`config.mk`:
```
export PLATFORM = sky130hd
export DESIGN_NAME = qos_read_scheduler_flat
export DESIGN_NICKNAME = d
export VERILOG_FILES = /design/src/rtl/qos_read_scheduler_if.sv /design/src/rtl/qos_read_scheduler.sv /design/src/flat_wrapper.sv
export SDC_FILE = /design/constraint.sdc
export NUM_CORES = 1
export LEC_CHECK = 0
export BUFFER_PORTS_ARGS = -buffer_cell sky130_fd_sc_hd__clkbuf_2
export CAP_MARGIN = 25
export CORE_ASPECT_RATIO = 0.8
export CORE_UTILIZATION = 50
export DETAILED_ROUTE_END_ITERATION = 10
export HOLD_SLACK_MARGIN = 0.06
export PLACE_DENSITY = 0.73
export SLEW_MARGIN = 10
export SYNTH_ARGS = -nofsm -noshare
export SYNTH_HDL_FRONTEND = slang
export SYNTH_SLANG_ARGS = --single-unit
```
`constraint.sdc`:
```
create_clock -name clk -period 4.1 [get_ports clk]
set_input_delay 0.615 -clock clk [delete_from_list [all_inputs] [get_ports clk]]
set_output_delay 0.615 -clock clk [all_outputs]
set_load 0.1 [all_outputs]
```
`src/rtl/qos_read_scheduler_if.sv`:
```
// qos_read_scheduler_if: pop request/acknowledge handshake and buffer occupancy between scheduler and buffer manager
interface qos_read_scheduler_if;
  logic [7:0] buf_count;
  logic       rd_ack;
  logic [3:0] rd_req;
  modport master (input buf_count, rd_ack, output rd_req);
  modport slave (output buf_count, rd_ack, input rd_req);
endinterface

```
`src/rtl/qos_read_scheduler.sv`:
```
// qos_read_scheduler: weighted-round-robin read tick scheduler for four packet buffers
// Define QOS_ACK_TIMEOUT_EN to abort unacknowledged requests after ACK_TIMEOUT cycles.
module qos_read_scheduler #(
  parameter int READ_PERIOD = 100_000_000,
  parameter int W1 = 1,
  parameter int W2 = 2,
  parameter int W3 = 3,
  parameter int W4 = 4,
  parameter int ACK_TIMEOUT = 16
) (
  input  logic                   clk,
  input  logic                   reset,
  input  logic                   enable,
  qos_read_scheduler_if.master   bus,
  output logic [3:0]             next_read,
  output logic                   time_to_read,
  output logic [28:0]            counter_read,
  output logic                   round_done,
  output logic                   rd_timeout
);
  function automatic logic [2:0] wt(input int w);
    return (w == 0) ? 3'd1 : 3'(w);
  endfunction
  function automatic logic [3:0] top1(input logic [3:0] v);
    return v[3] ? 4'b1000 : v[2] ? 4'b0100 : v[1] ? 4'b0010 : v[0] ? 4'b0001 : 4'b0000;
  endfunction
  localparam logic [28:0] LAST = 29'(READ_PERIOD - 1);
  localparam logic [11:0] WTS = {wt(W4), wt(W3), wt(W2), wt(W1)};
  typedef enum logic {IDLE, REQ} state_t;
  state_t           state, state_d;
  logic [3:0][2:0]  credit, credit_d;
  logic [3:0]       rd_req, rd_req_d, busy, elig, cand;
  logic             pending, pending_d, reload, round_done_d, rd_timeout_d;
`ifdef QOS_ACK_TIMEOUT_EN
  logic [7:0]       wait_cnt, wait_d;
`endif
  // An exhausted round with data still queued behaves as if credits were already reloaded
  always_comb begin
    for (int i = 0; i < 4; i++) begin
      busy[i] = bus.buf_count[2*i +: 2] != 2'd0;
      elig[i] = busy[i] && credit[i] != 3'd0;
    end
    reload = elig == 4'd0 && busy != 4'd0;
    cand = top1(reload ? busy : elig);
  end
  always_comb begin
    state_d = state;
    rd_req_d = rd_req;
    credit_d = credit;
    pending_d = pending;
    round_done_d = 1'b0;
    rd_timeout_d = 1'b0;
`ifdef QOS_ACK_TIMEOUT_EN
    wait_d = wait_cnt;
`endif
    if (state == IDLE) begin
      if ((time_to_read || pending) && enable && cand != 4'd0) begin
        state_d = REQ;
        rd_req_d = cand;
        pending_d = 1'b0;
        round_done_d = reload;
        credit_d = reload ? WTS : credit;
`ifdef QOS_ACK_TIMEOUT_EN
        wait_d = 8'd0;
`endif
      end else if (cand == 4'd0)
        pending_d = 1'b0;
    end else begin
      pending_d = pending || time_to_read;
      if (bus.rd_ack) begin
        state_d = IDLE;
        rd_req_d = 4'd0;
        for (int i = 0; i < 4; i++)
          credit_d[i] = credit[i] - {2'b0, rd_req[i]};
      end
`ifdef QOS_ACK_TIMEOUT_EN
      else if (wait_cnt == 8'(ACK_TIMEOUT - 1)) begin
        state_d = IDLE;
        rd_req_d = 4'd0;
        rd_timeout_d = 1'b1;
      end else
        wait_d = wait_cnt + 8'd1;
`endif
    end
  end
  always_ff @(posedge clk) begin
    if (reset) begin
      state <= IDLE;
      rd_req <= 4'd0;
      credit <= WTS;
      pending <= 1'b0;
      round_done <= 1'b0;
      rd_timeout <= 1'b0;
      next_read <= 4'd0;
      counter_read <= 29'd0;
      time_to_read <= 1'b0;
`ifdef QOS_ACK_TIMEOUT_EN
      wait_cnt <= 8'd0;
`endif
    end else begin
      state <= state_d;
      rd_req <= rd_req_d;
      credit <= credit_d;
      pending <= pending_d;
      round_done <= round_done_d;
      rd_timeout <= rd_timeout_d;
      next_read <= cand;
      counter_read <= enable ? ((counter_read == LAST) ? 29'd0 : counter_read + 29'd1) : counter_read;
      time_to_read <= enable && counter_read == LAST;
`ifdef QOS_ACK_TIMEOUT_EN
      wait_cnt <= wait_d;
`endif
    end
  end
  assign bus.rd_req = rd_req;
endmodule
```
`src/flat_wrapper.sv`:
```
// flat-port wrapper written by rule: the top's interface ports become plain ports
module qos_read_scheduler_flat 
#(
  parameter int READ_PERIOD = 100_000_000,
  parameter int W1 = 1,
  parameter int W2 = 2,
  parameter int W3 = 3,
  parameter int W4 = 4,
  parameter int ACK_TIMEOUT = 16
)
  (clk, reset, enable, next_read, time_to_read, counter_read, round_done, rd_timeout, bus_buf_count, bus_rd_ack, bus_rd_req);
  qos_read_scheduler_if bus_i ();
  input  logic clk;
  input  logic reset;
  input  logic enable;
  output logic [3:0] next_read;
  output logic time_to_read;
  output logic [28:0] counter_read;
  output logic round_done;
  output logic rd_timeout;
  input wire logic [$bits(bus_i.buf_count)-1:0] bus_buf_count;
  input wire logic [$bits(bus_i.rd_ack)-1:0] bus_rd_ack;
  output wire logic [$bits(bus_i.rd_req)-1:0] bus_rd_req;
  assign bus_i.buf_count = bus_buf_count;
  assign bus_i.rd_ack = bus_rd_ack;
  assign bus_rd_req = bus_i.rd_req;
  qos_read_scheduler #(.READ_PERIOD(READ_PERIOD), .W1(W1), .W2(W2), .W3(W3), .W4(W4), .ACK_TIMEOUT(ACK_TIMEOUT)) u_core (.clk(clk), .reset(reset), .enable(enable), .bus(bus_i), .next_read(next_read), .time_to_read(time_to_read), .counter_read(counter_read), .round_done(round_done), .rd_timeout(rd_timeout));
endmodule
```
==> reports/qor.yml, run 1 <==
outcome: "completed"
coreArea_um2: 5060
synth_cell_types: 50
final_core_util_pct: 59.9
antenna_cells: 0
drt-total-wl_mm: 6.08
drtPass1Iterations: 4
vdd_drop_max_uv: 224
avgSynthCellArea_um2: 8.83
area_growth_pct: 14.5
viasPerCell: 5.66
dp.cells: 402
slew_headroom_pct: 46.6
wl_per_cell_um: 14.9
setup_tns_ns: 0
num_vias: 2315
cts_hold_buf: 0
wirelength_met1_mm: 3.06
grt_pass1_vias: 2061
top_layer: "met4"
io_buffers: 50
p_per_area_nw_per_um2: 315
start_util_pct: 52.3
finalMaxSlewViolations: 0
placed_area_um2: 2930
grt_use_total_pct: 23.1
crit_chain: "ha_1 -> nand4b_1 -> nor4_2 -> a21o_1 -> o21ai_1"
nets: 368
cpMaxStageDelayCell: "a21o_1"
cts_made_buffers: 5
seq_area_frac_synth_pct: 40.1
worst-path-max-fanout: 24
instances_no_fill: 409
fill_cells: 482
drive_gt1_share_pct: 21.3
clkTransAtPathRegs_ns: 0.09
cts-resized-gates: 0
grt_remaining_overflow: 0
hold_path.class: "reg -> reg"
fin_skew_ns: 0.00493
wl_met2_mm: 2.55
place_congestion: 0.878
yosysWarnings: 0
synth_area_leaders: "dfxtp_1 40%, nor2_1 6.1%, xnor2_1 4.6%"
grt_max_degree: 25
ys_ff_latch: 53
worst_slew_pin_slew_ns: 0.801
end_kind: "register"
fmax_ghz: 0.428
clk_latency_ns: 0.30
ant_nets: 0
yosysTopAreaCellShare_pct: 40.1
cts_tree: "built"
root_buffer: "clkbuf_8"
dieArea_um2: 5590
cts_setup_buffers: 0
antenna_found_initial: 0
hold_viol: 0
path_class: "reg -> reg"
layout_commonest_cell: "dfxtp_1"
synth_fp_nets: 321
setup_viol: 0
io_pins: 52
maxCapViolCount: 0
synthesis.area_um2: 2650
die_h_um: 67.1
dpl.hpwl_mm: 4.54
clock_path_buffers: 2
synth_largest_area_cell: "dfxtp_1"
ys.flop_type: "dfxtp_1"
syn_inst: 300
htree_levels: 2
wl_met3_um: 438
cts_sinks: 53
required_ns: 4.26
design_area_um2: 3030
cpPeakStageDelay_ns: 0.70
rsz0062_at_grt: "no"
min_period_ns: 2.34
rows: 23
ys_async_sr_fraction_pct: 0
finalCritPeriodShare_pct: 57.0
drt_iter0_drc: 206
critPathLaunchType: "register"
arrival_ns: 2.49
drcViolationCount: 0
synth_edf_count: 0
power_leakage_nw: 1.23
grt_pass1_wl_mm: 10.2
die_w_um: 83.4
layout_common_cells: "53 x dfxtp_1, 50 x clkbuf_2, 43 x nor2_1"
[critical path: cells and delay by family, from the launching register on]
kind | cells | cell delay [ns]
AOI/OAI and AO/OA | 2 | 0.87
adders and majority gates | 1 | 0.31
DFF | 1 | 0.45
and+or+nand+nor | 2 | 0.56
[sequential cells by signal (all words and copies together) (netlist names)]
register / flops
u_core.round_done: 1
u_core.counter_read: 29
u_core.pending: 1
u_core.next_read: 4
u_core.state: 1
u_core.time_to_read: 1
u_core.credit: 12
u_core.bus.rd_req: 4
[area by class of cell]
cell class	instances	area [µm²]	share of cell area [%]
tap	62	77.6	2.56
timing repair buffer	50	250	8.25
clock inverter	2	35.0	1.16
inverter	11	41.3	1.36
sequential	53	1060	35.0
multi-input combinational	226	1500	49.4
clock buffer	5	68.8	2.27
[cells by family (layout without fill, tap and decap cells)]
group | count (synthesis) | in the layout | share of synthesized area (%)
AO/OA/AOI/OAI | 38 | 38 | 9.92
XOR/XNOR | 27 | 27 | 8.93
adder cells (fa/ha/maj) | 9 | 9 | 4.25
buffers and inverters | 21 | 68 | 3.40
flip-flops | 53 | 53 | 40.1
multiplexers | 1 | 1 | 0.378
other | 1 | 1 | 0.142
AND/OR/NAND/NOR | 150 | 150 | 32.9
[Yosys cell counts (4+ instances only)]
cell type  number
o21ai_0         5
nand4_1         9
xor2_1         13
a21oi_1         5
nor2_1         43
and3_1          4
nand3_1        16
and4_1          4
clkbuf_1        5
o211ai_1        4
a31oi_1         5
nor3_1         11
nand2_1        30
xnor2_1        14
dfxtp_1        53
ha_1            9
nor4_2          4
o2bb2ai_1       4
inv_1          11
[routing by layer]
layer | vias to the layer above | track usage, %
met5 | - | 0
met4 | 0 | 6.90
met3 | 4 | 5.08
met2 | 76 | 32.4
met1 | 1079 | 34.7
li1 | 1156 | -
[where the power goes]
part           switching, W   total, W  internal, W
logic             0.0000690  0.0000861    0.0000171
registers        0.00000849   0.000528     0.000520
clock network      0.000164   0.000342     0.000178
total              0.000242   0.000956     0.000714
[worst paths after layout]
kind / startpoint / to / slack (ns) / depth (start not counted)
worst min register to register: u_core.credit[3] / u_core.credit[3] / 0.49 / 1
worst min-delay path: u_core.credit[3] / u_core.credit[3] / 0.49 / 1
worst max-delay path: u_core.counter_read[0] / u_core.counter_read[26] / 1.76 / 5
worst max register to register: u_core.counter_read[0] / u_core.counter_read[26] / 1.76 / 5
[metrics by stage]
stage | worst slack [ns] | hold slack (ns) | power [W]
after global routing | 1.58 | 0.513 | 0.000998
after floorplan | 1.63 | 0.454 | 0.000607
final | 1.76 | 0.488 | 0.000956
after detailed placement | 1.67 | 0.473 | 0.000626
after CTS | 1.76 | 0.489 | 0.000965
after global placement | 1.76 | 0.473 | 0.000625
No activity file was read; power rests on OpenSTA's default activity.
==> inputs of run 2 (changes only) <==
ABC_AREA = 1   (was unset)
PLACE_DENSITY = 0.72   (was 0.73)
clock period = 2.44 ns   (was 4.1 ns; I/O delays follow)
==> run 2 against run 1 <==
Synthesized cell count is 40% higher. Register-to-register slack worse by 1.2 ns. Clock skew is 0.0068 ns higher. Sequential cell count stayed put. Via count is 22% higher. Final area is 12% higher. First-iteration DRC count is 2.9% lower. Fmax is 23% higher. Area after synthesis is 13% higher. Utilization is 1.1 points higher. Critical path depth is 5 higher. Setup slack worse by 1.2 ns. Critical path type unchanged. Largest power group unchanged.
==> reports/qor.yml, run 2 <==
setup_viol: 0  # unchanged
worst_slew_pin_slew_ns: 0.547  # -0.254 ns
ys.flop_type: "dfxtp_1"
clkTransAtPathRegs_ns: 0.10  # about the same
grt_remaining_overflow: 0  # unchanged
io_buffers: 50  # unchanged
yosysMostFrequentCell: "nand2_1"
rrSetupSlack_ns: 0.55  # -1.22 ns
outcome: "completed"
path_class: "reg -> reg"
drive_gt1_share_pct: 23.2  # +1.9 points
cts_hold_buf: 0  # unchanged
htree_levels: 2  # unchanged
p_clk_share_pct: 34.0  # -1.8 points
p_seq_share_pct: 58.2  # +3.0 points
layout_common_cells: "85 x nand2_1, 53 x dfxtp_1, 51 x inv_1"
grt_max_degree: 22  # -12%
root_buffer: "clkbuf_8"
dieArea_um2: 6280  # +12%
synthesis.area_um2: 2980  # +13%
nets: 494  # +34%
worst-path-max-fanout: 9  # -63%
regToRegStartpoint: "u_core.counter_read[0]"
cts-resized-gates: 0  # unchanged
reg2reg_depth: 10  # +5
cts_setup_buffers: 0  # unchanged
intPower_w: 0.00110  # +54%
start_util_pct: 53.4  # +1.1 points
grt_pass1_wl_mm: 11.9  # +17%
fin_skew_ns: 0.0118  # +0.00683 ns
critPathLaunchType: "register"
io_pins: 52  # unchanged
syn_inst: 421  # +40%
whs_path_depth: 2  # +1
maxCapViolCount: 0  # unchanged
wl_met2_mm: 3.01  # +18%
end_kind: "register"
rsz0062_at_grt: "no"
antenna_cells: 0  # unchanged
die_h_um: 71.1  # +5.9%
ys_async_sr_fraction_pct: 0  # unchanged
coreArea_um2: 5590  # +10%
num_vias: 2825  # +22%
ys_ff_latch: 53  # unchanged
seq_area_frac_synth_pct: 35.6  # -4.5 points
power_leakage_nw: 1.44  # +17%
vdd_drop_max_uv: 296  # +32%
grt_use_total_pct: 24.5  # +1.5 points
synth_largest_area_cell: "dfxtp_1"
viasPerCell: 5.12  # -9.6%
dp.cells: 544  # +35%
required_ns: 2.69  # -1.57 ns
hold_viol: 0  # unchanged
ant_nets: 0  # unchanged
finalMaxSlewViolations: 0  # unchanged
yosysTopAreaCellShare_pct: 35.6  # -4.5 points
layout_commonest_cell: "nand2_1"
switchingPower_w: 0.000404  # +67%
drtPass1Iterations: 5  # +1
finalPower_w: 0.00150  # +57%
grt_pass1_vias: 2481  # +20%
switching_share_pct: 26.9  # +1.6 points
combPwrFrac_pct: 7.8  # -1.2 points
min_from: "reset"
regMostFlops: "u_core.counter_read"
wl_met3_um: 395  # -9.8%
synth_fp_nets: 442  # +38%
wl_per_cell_um: 13.4  # -10%
clock_path_buffers: 2  # unchanged
drt_iter0_drc: 200  # -2.9%
clk_latency_ns: 0.31  # about the same
synth_area_leaders: "dfxtp_1 36%, nand2_1 11%, inv_1 6.4%"
dpl.hpwl_mm: 5.75  # +27%
top_layer: "met4"
synth_cell_types: 40  # -20%
slew_headroom_pct: 63.4  # +17 points
finalCritPeriodShare_pct: 77.6  # +21 points
crit_start: "u_core.counter_read[0]"
fmax_ghz: 0.528  # +23%
cts_made_buffers: 5  # unchanged
rows: 24  # +4.3%
synth_edf_count: 0  # unchanged
yosysWarnings: 0  # unchanged
hold_path.class: "in -> reg"
cts_sinks: 53  # unchanged
p_per_area_nw_per_um2: 441  # +40%
cts_tree: "built"
worst_hold_path.endpoint: "u_core.bus.rd_req[1]"
drt-total-wl_mm: 7.39  # +21%
setup_tns_ns: 0  # unchanged
arrival_ns: 2.14  # -0.35 ns
synth_common_cells: "85 x nand2_1, 53 x dfxtp_1, 51 x inv_1"
avgSynthCellArea_um2: 7.08  # -20%
timing.rr.end: "u_core.counter_read[7]"
min_period_ns: 1.89  # -0.443 ns
die_w_um: 88.3  # +5.9%
place_congestion: 0.965  # +9.9%
reg_top3: "u_core.counter_read (29), u_core.credit (12)"
antenna_found_initial: 0  # unchanged
fill_cells: 538  # +12%
largest_reg_flops: 29  # unchanged
area_growth_pct: 14.1
instances_no_fill: 552  # +35%
drcViolationCount: 0  # unchanged
wirelength_met1_mm: 3.93  # +28%
run 2: cell count changes in the layout (fill, tap and decap cells not counted), moves of 5 or more:
cell	delta
nor2_1	+7
xor2_1	-5
nand4_1	+8
inv_2	+7
nor3_2	+7
a21oi_1	+25
xnor2_1	-13
nand3_1	+9
inv_1	+40
nand2_2	+7
nor2_4	+6
or2_2	+5
nand2_1	+55
run 2: cells by family (layout without fill, tap and decap cells):
| kind of cell | count (synthesis) | count (layout) | share of synthesized area (%) |
|---|---|---|---|
| AND/OR/NAND/NOR | 235 | 235 | 40.4 |
| adder cells (fa/ha/maj) | 9 | 9 | 3.78 |
| other | 1 | 1 | 0.126 |
| buffers and inverters | 68 | 121 | 8.94 |
| XOR/XNOR | 9 | 9 | 2.64 |
| AO/OA/AOI/OAI | 46 | 46 | 8.52 |
| flip-flops | 53 | 53 | 35.6 |
run 2: how the worst max path moves through the flow:
stage                     depth (start not counted)  slack (ns)                      end
after detailed placement                         10        0.59   u_core.counter_read[7]
final                                            10        0.55   u_core.counter_read[7]
after global routing                             10        0.41   u_core.counter_read[7]
after floorplan                                  10        0.09  u_core.counter_read[14]
after global placement                           10        0.68   u_core.counter_read[7]
after CTS                                        10        0.56   u_core.counter_read[7]
run 2: cell type report:
type | instances | area (µm²) | area share, %
multi-input combinational | 300 | 1650 | 48.6
sequential | 53 | 1060 | 31.2
timing repair buffer | 52 | 265 | 7.79
inverter | 61 | 235 | 6.91
tap | 78 | 97.6 | 2.87
clock buffer | 5 | 68.8 | 2.02
clock inverter | 3 | 21.3 | 0.625
run 2: routing by layer:
metal  vias up  track usage, %
met3         8            4.78
met2        83            33.2
met1      1262            39.6
met5         -               0
li1       1472               -
met4         0            4.84
run 2: metrics by stage:
stage / cell area (µm²) / hold slack, ns / setup WS [ns] / util [%]
global placement: 3310 / 0.450 / 0.680 / 59.3
global route: 3400 / 0.405 / 0.409 / 60.9
finish: 3400 / 0.432 / 0.547 / 60.9
CTS: 3400 / 0.405 / 0.558 / 60.9
floorplan: 2980 / 0.440 / 0.0918 / -
detailed placement: 3310 / 0.453 / 0.586 / 59.3
run 2: power by group through the flow:
stage	Combinational (W)	Clock, W	Sequential [W]
5_1_grt	0.000124	0.000564	0.000876
3_3_place_gp	0.000115	0	0.000894
2_1_floorplan	0.0000526	0	0.000930
3_5_place_dp	0.000116	0	0.000895
4_1_cts	0.000116	0.000522	0.000875
6_report	0.000117	0.000511	0.000875
run 2: worst max-delay path: stages (launching register included):
cell and delay (ns):
dfxtp_1 0.38, ha_1 0.28, inv_1 0.16, nor3_4 0.06
nand2_2 0.12, clkinv_2 0.10, nand3_4 0.09, nor2_4 0.05
nor2_4 0.23, clkinv_4 0.17, nor3b_2 0.18
==> inputs of run 3 (changes only) <==
PLACE_DENSITY = 0.75   (was 0.72)
clock period = 1.6 ns   (was 2.44 ns; I/O delays follow)
==> run 3 against run 2 <==
The run now ends with negative setup slack left. Final cell count grew 4.9%. Setup slack lost 0.56 ns. Via count grew 7.9%. Routed wire length grew 6.8%. Clock power grew 52%. Critical endpoint unchanged. Largest cell class unchanged. Die area is the same. Largest power group unchanged.
==> reports/qor.yml, run 3 (synthesis results as in run 2) <==
num_vias: 3047  # +7.9%
start_util_pct: 53.4  # unchanged
outcome: "complete, but fails checks"
grt_use_total_pct: 24.8  # +0.26 points
cts_made_buffers: 5  # unchanged
whs_ns: 0.286  # -0.146 ns
fill_cells: 491  # -8.7%
finalMaxSlewViolations: 0  # unchanged
finalCritPeriodShare_pct: 101  # +23 points
worst_slack_ns: -0.0171  # -0.564 ns
largest_reg_flops: 29  # unchanged
vdd_drop_max_uv: 601  # +100%
placed_area_um2: 3540  # +6.8%
cts_hold_buf: 0  # unchanged
dieArea_um2: 6280  # unchanged
min_period_ns: 1.62  # -0.276 ns
hold_viol: 0  # unchanged
hold_path.class: "in -> reg"
antenna_cells: 0  # unchanged
grt_pass1_vias: 2516  # +1.4%
reg_top3: "u_core.counter_read (29), u_core.credit (12)"
antenna_found_initial: 0  # unchanged
drtPass1Iterations: 5  # unchanged
finalPower_w: 0.00228  # +52%
regMostFlops: "u_core.counter_read"
place_ws_ns: -0.0105  # -0.596 ns
drt_iter0_drc: 246  # +23%
rows: 24  # unchanged
drive_gt1_share_pct: 37.3  # +14 points
end_kind: "register"
dpl.hpwl_mm: 5.89  # +2.6%
required_ns: 1.84  # -0.85 ns
multi_input_area_um2: 1730  # +4.5%
setup_viol: 1  # +1
layout_common_cells: "80 x nand2_1, 50 x clkbuf_2, 49 x inv_1, 49 x nor2_1, 30 x a21oi_1"
whs_path_depth: 4  # +2
io_buffers: 50  # unchanged
clkTransAtPathRegs_ns: 0.10  # about the same
rsz0062_at_grt: "yes"
grt_max_degree: 18  # -18%
io_pins: 52  # unchanged
grt_pass1_wl_mm: 12.0  # +0.70%
p_per_area_nw_per_um2: 603  # +37%
layout_commonest_cell: "nand2_1"
grt_remaining_overflow: 0  # unchanged
power_leakage_nw: 1.65  # +15%
place_congestion: 0.993  # +2.8%
worst-path-max-fanout: 9  # unchanged
die_h_um: 71.1  # unchanged
fin_skew_ns: 0.00494  # -0.00682 ns
cts_sinks: 53  # unchanged
nets: 521  # +5.5%
path_class: "reg -> reg"
drt-total-wl_mm: 7.89  # +6.8%
ant_nets: 0  # unchanged
root_buffer: "clkbuf_8"
violations: "negative setup slack"
cts_tree: "built"
maxCapViolCount: 0  # unchanged
critPathLaunchType: "register"
clk_latency_ns: 0.31  # about the same
arrival_ns: 1.86  # -0.28 ns
slew_headroom_pct: 63.5  # +0.13 points
worst_slew_pin_slew_ns: 0.550  # +0.00294 ns
wl_per_cell_um: 13.6  # +1.8%
area_growth_pct: 26.8
clock_path_buffers: 2  # unchanged
viasPerCell: 5.26  # +2.8%
drcViolationCount: 0  # unchanged
regArea_um2: 1160  # +9.0%
design_area_um2: 3780  # +11%
instances_no_fill: 579  # +4.9%
die_w_um: 88.3  # unchanged
coreArea_um2: 5590  # unchanged
fmax_ghz: 0.618  # +17%
reg2reg_depth: 10  # unchanged
dp.cells: 559  # +2.8%
htree_levels: 2  # unchanged
## run 3: cell types whose count changed in the layout (fill, tap and decap cells not counted), sizes merged
cell / previous run / this run
buf: 2 / 29
inv: 59 / 61
clkinv: 4 / 3
clkinvlp: 1 / 0
## run 3: path summary, 6_finish.rpt
path	start	end	slack [ns]
hold / removal	enable	u_core.pending	0.29
setup / recovery	u_core.counter_read[1]	u_core.counter_read[7]	-0.02
setup reg to reg	u_core.counter_read[1]	u_core.counter_read[7]	-0.02
hold reg to reg	u_core.credit[1]	u_core.credit[1]	0.47
## run 3: metrics by stage
| step | setup TNS, ns | util, % |
|---|---|---|
| 4_1_cts | 0 | 65.1 |
| 3_3_place_gp | 0 | 63.4 |
| 2_1_floorplan | -0.541 | - |
| 6_report | -0.0171 | 67.7 |
| 5_1_grt | -0.991 | 67.7 |
| 3_5_place_dp | -0.0105 | 63.4 |
## run 3: what timing repair did
item / in CTS / in global routing
buffers inserted: 1 / 11
pin swaps: 1 / 11
resized for setup: 0 / 17
endpoints found under the setup margin: 4 / 30
hold endpoints to repair: 0 / 0
cloned: 0 / 0
## run 3: critical path, stage by stage (launching register included)
cell and delay, ns:
dfxtp_4 0.36, ha_4 0.16, inv_4 0.06, nor3_4 0.04
nand2_2 0.15, clkinv_4 0.08, nand3_4 0.09, nor2_4 0.04
nor2_4 0.24, clkinv_4 0.16, nor3b_2 0.16
## run 3: routing by layer
metal / GRT usage [%] / routed length, µm / vias to the layer above
met5: 0 / 0 / -
met4: 5.56 / 72 / 0
met3: 5.60 / 644 / 9
met2: 34.4 / 3390 / 121
met1: 38.6 / 3790 / 1392
li1: - / - / 1525
## run 3: power by group
| part | switching [W] | internal (W) | leakage, nW |
|---|---|---|---|
| logic | 0.000154 | 0.0000535 | 1.15 |
| clock network | 0.000462 | 0.000313 | 0.0489 |
| registers | 0.00000556 | 0.00129 | 0.451 |
## run 3: area by class of cell
type | instances | area share, %
tap | 78 | 2.58
timing repair buffer | 79 | 12.4
multi-input combinational | 300 | 45.7
clock buffer | 5 | 1.82
clock inverter | 3 | 0.529
inverter | 61 | 6.39
sequential | 53 | 30.6
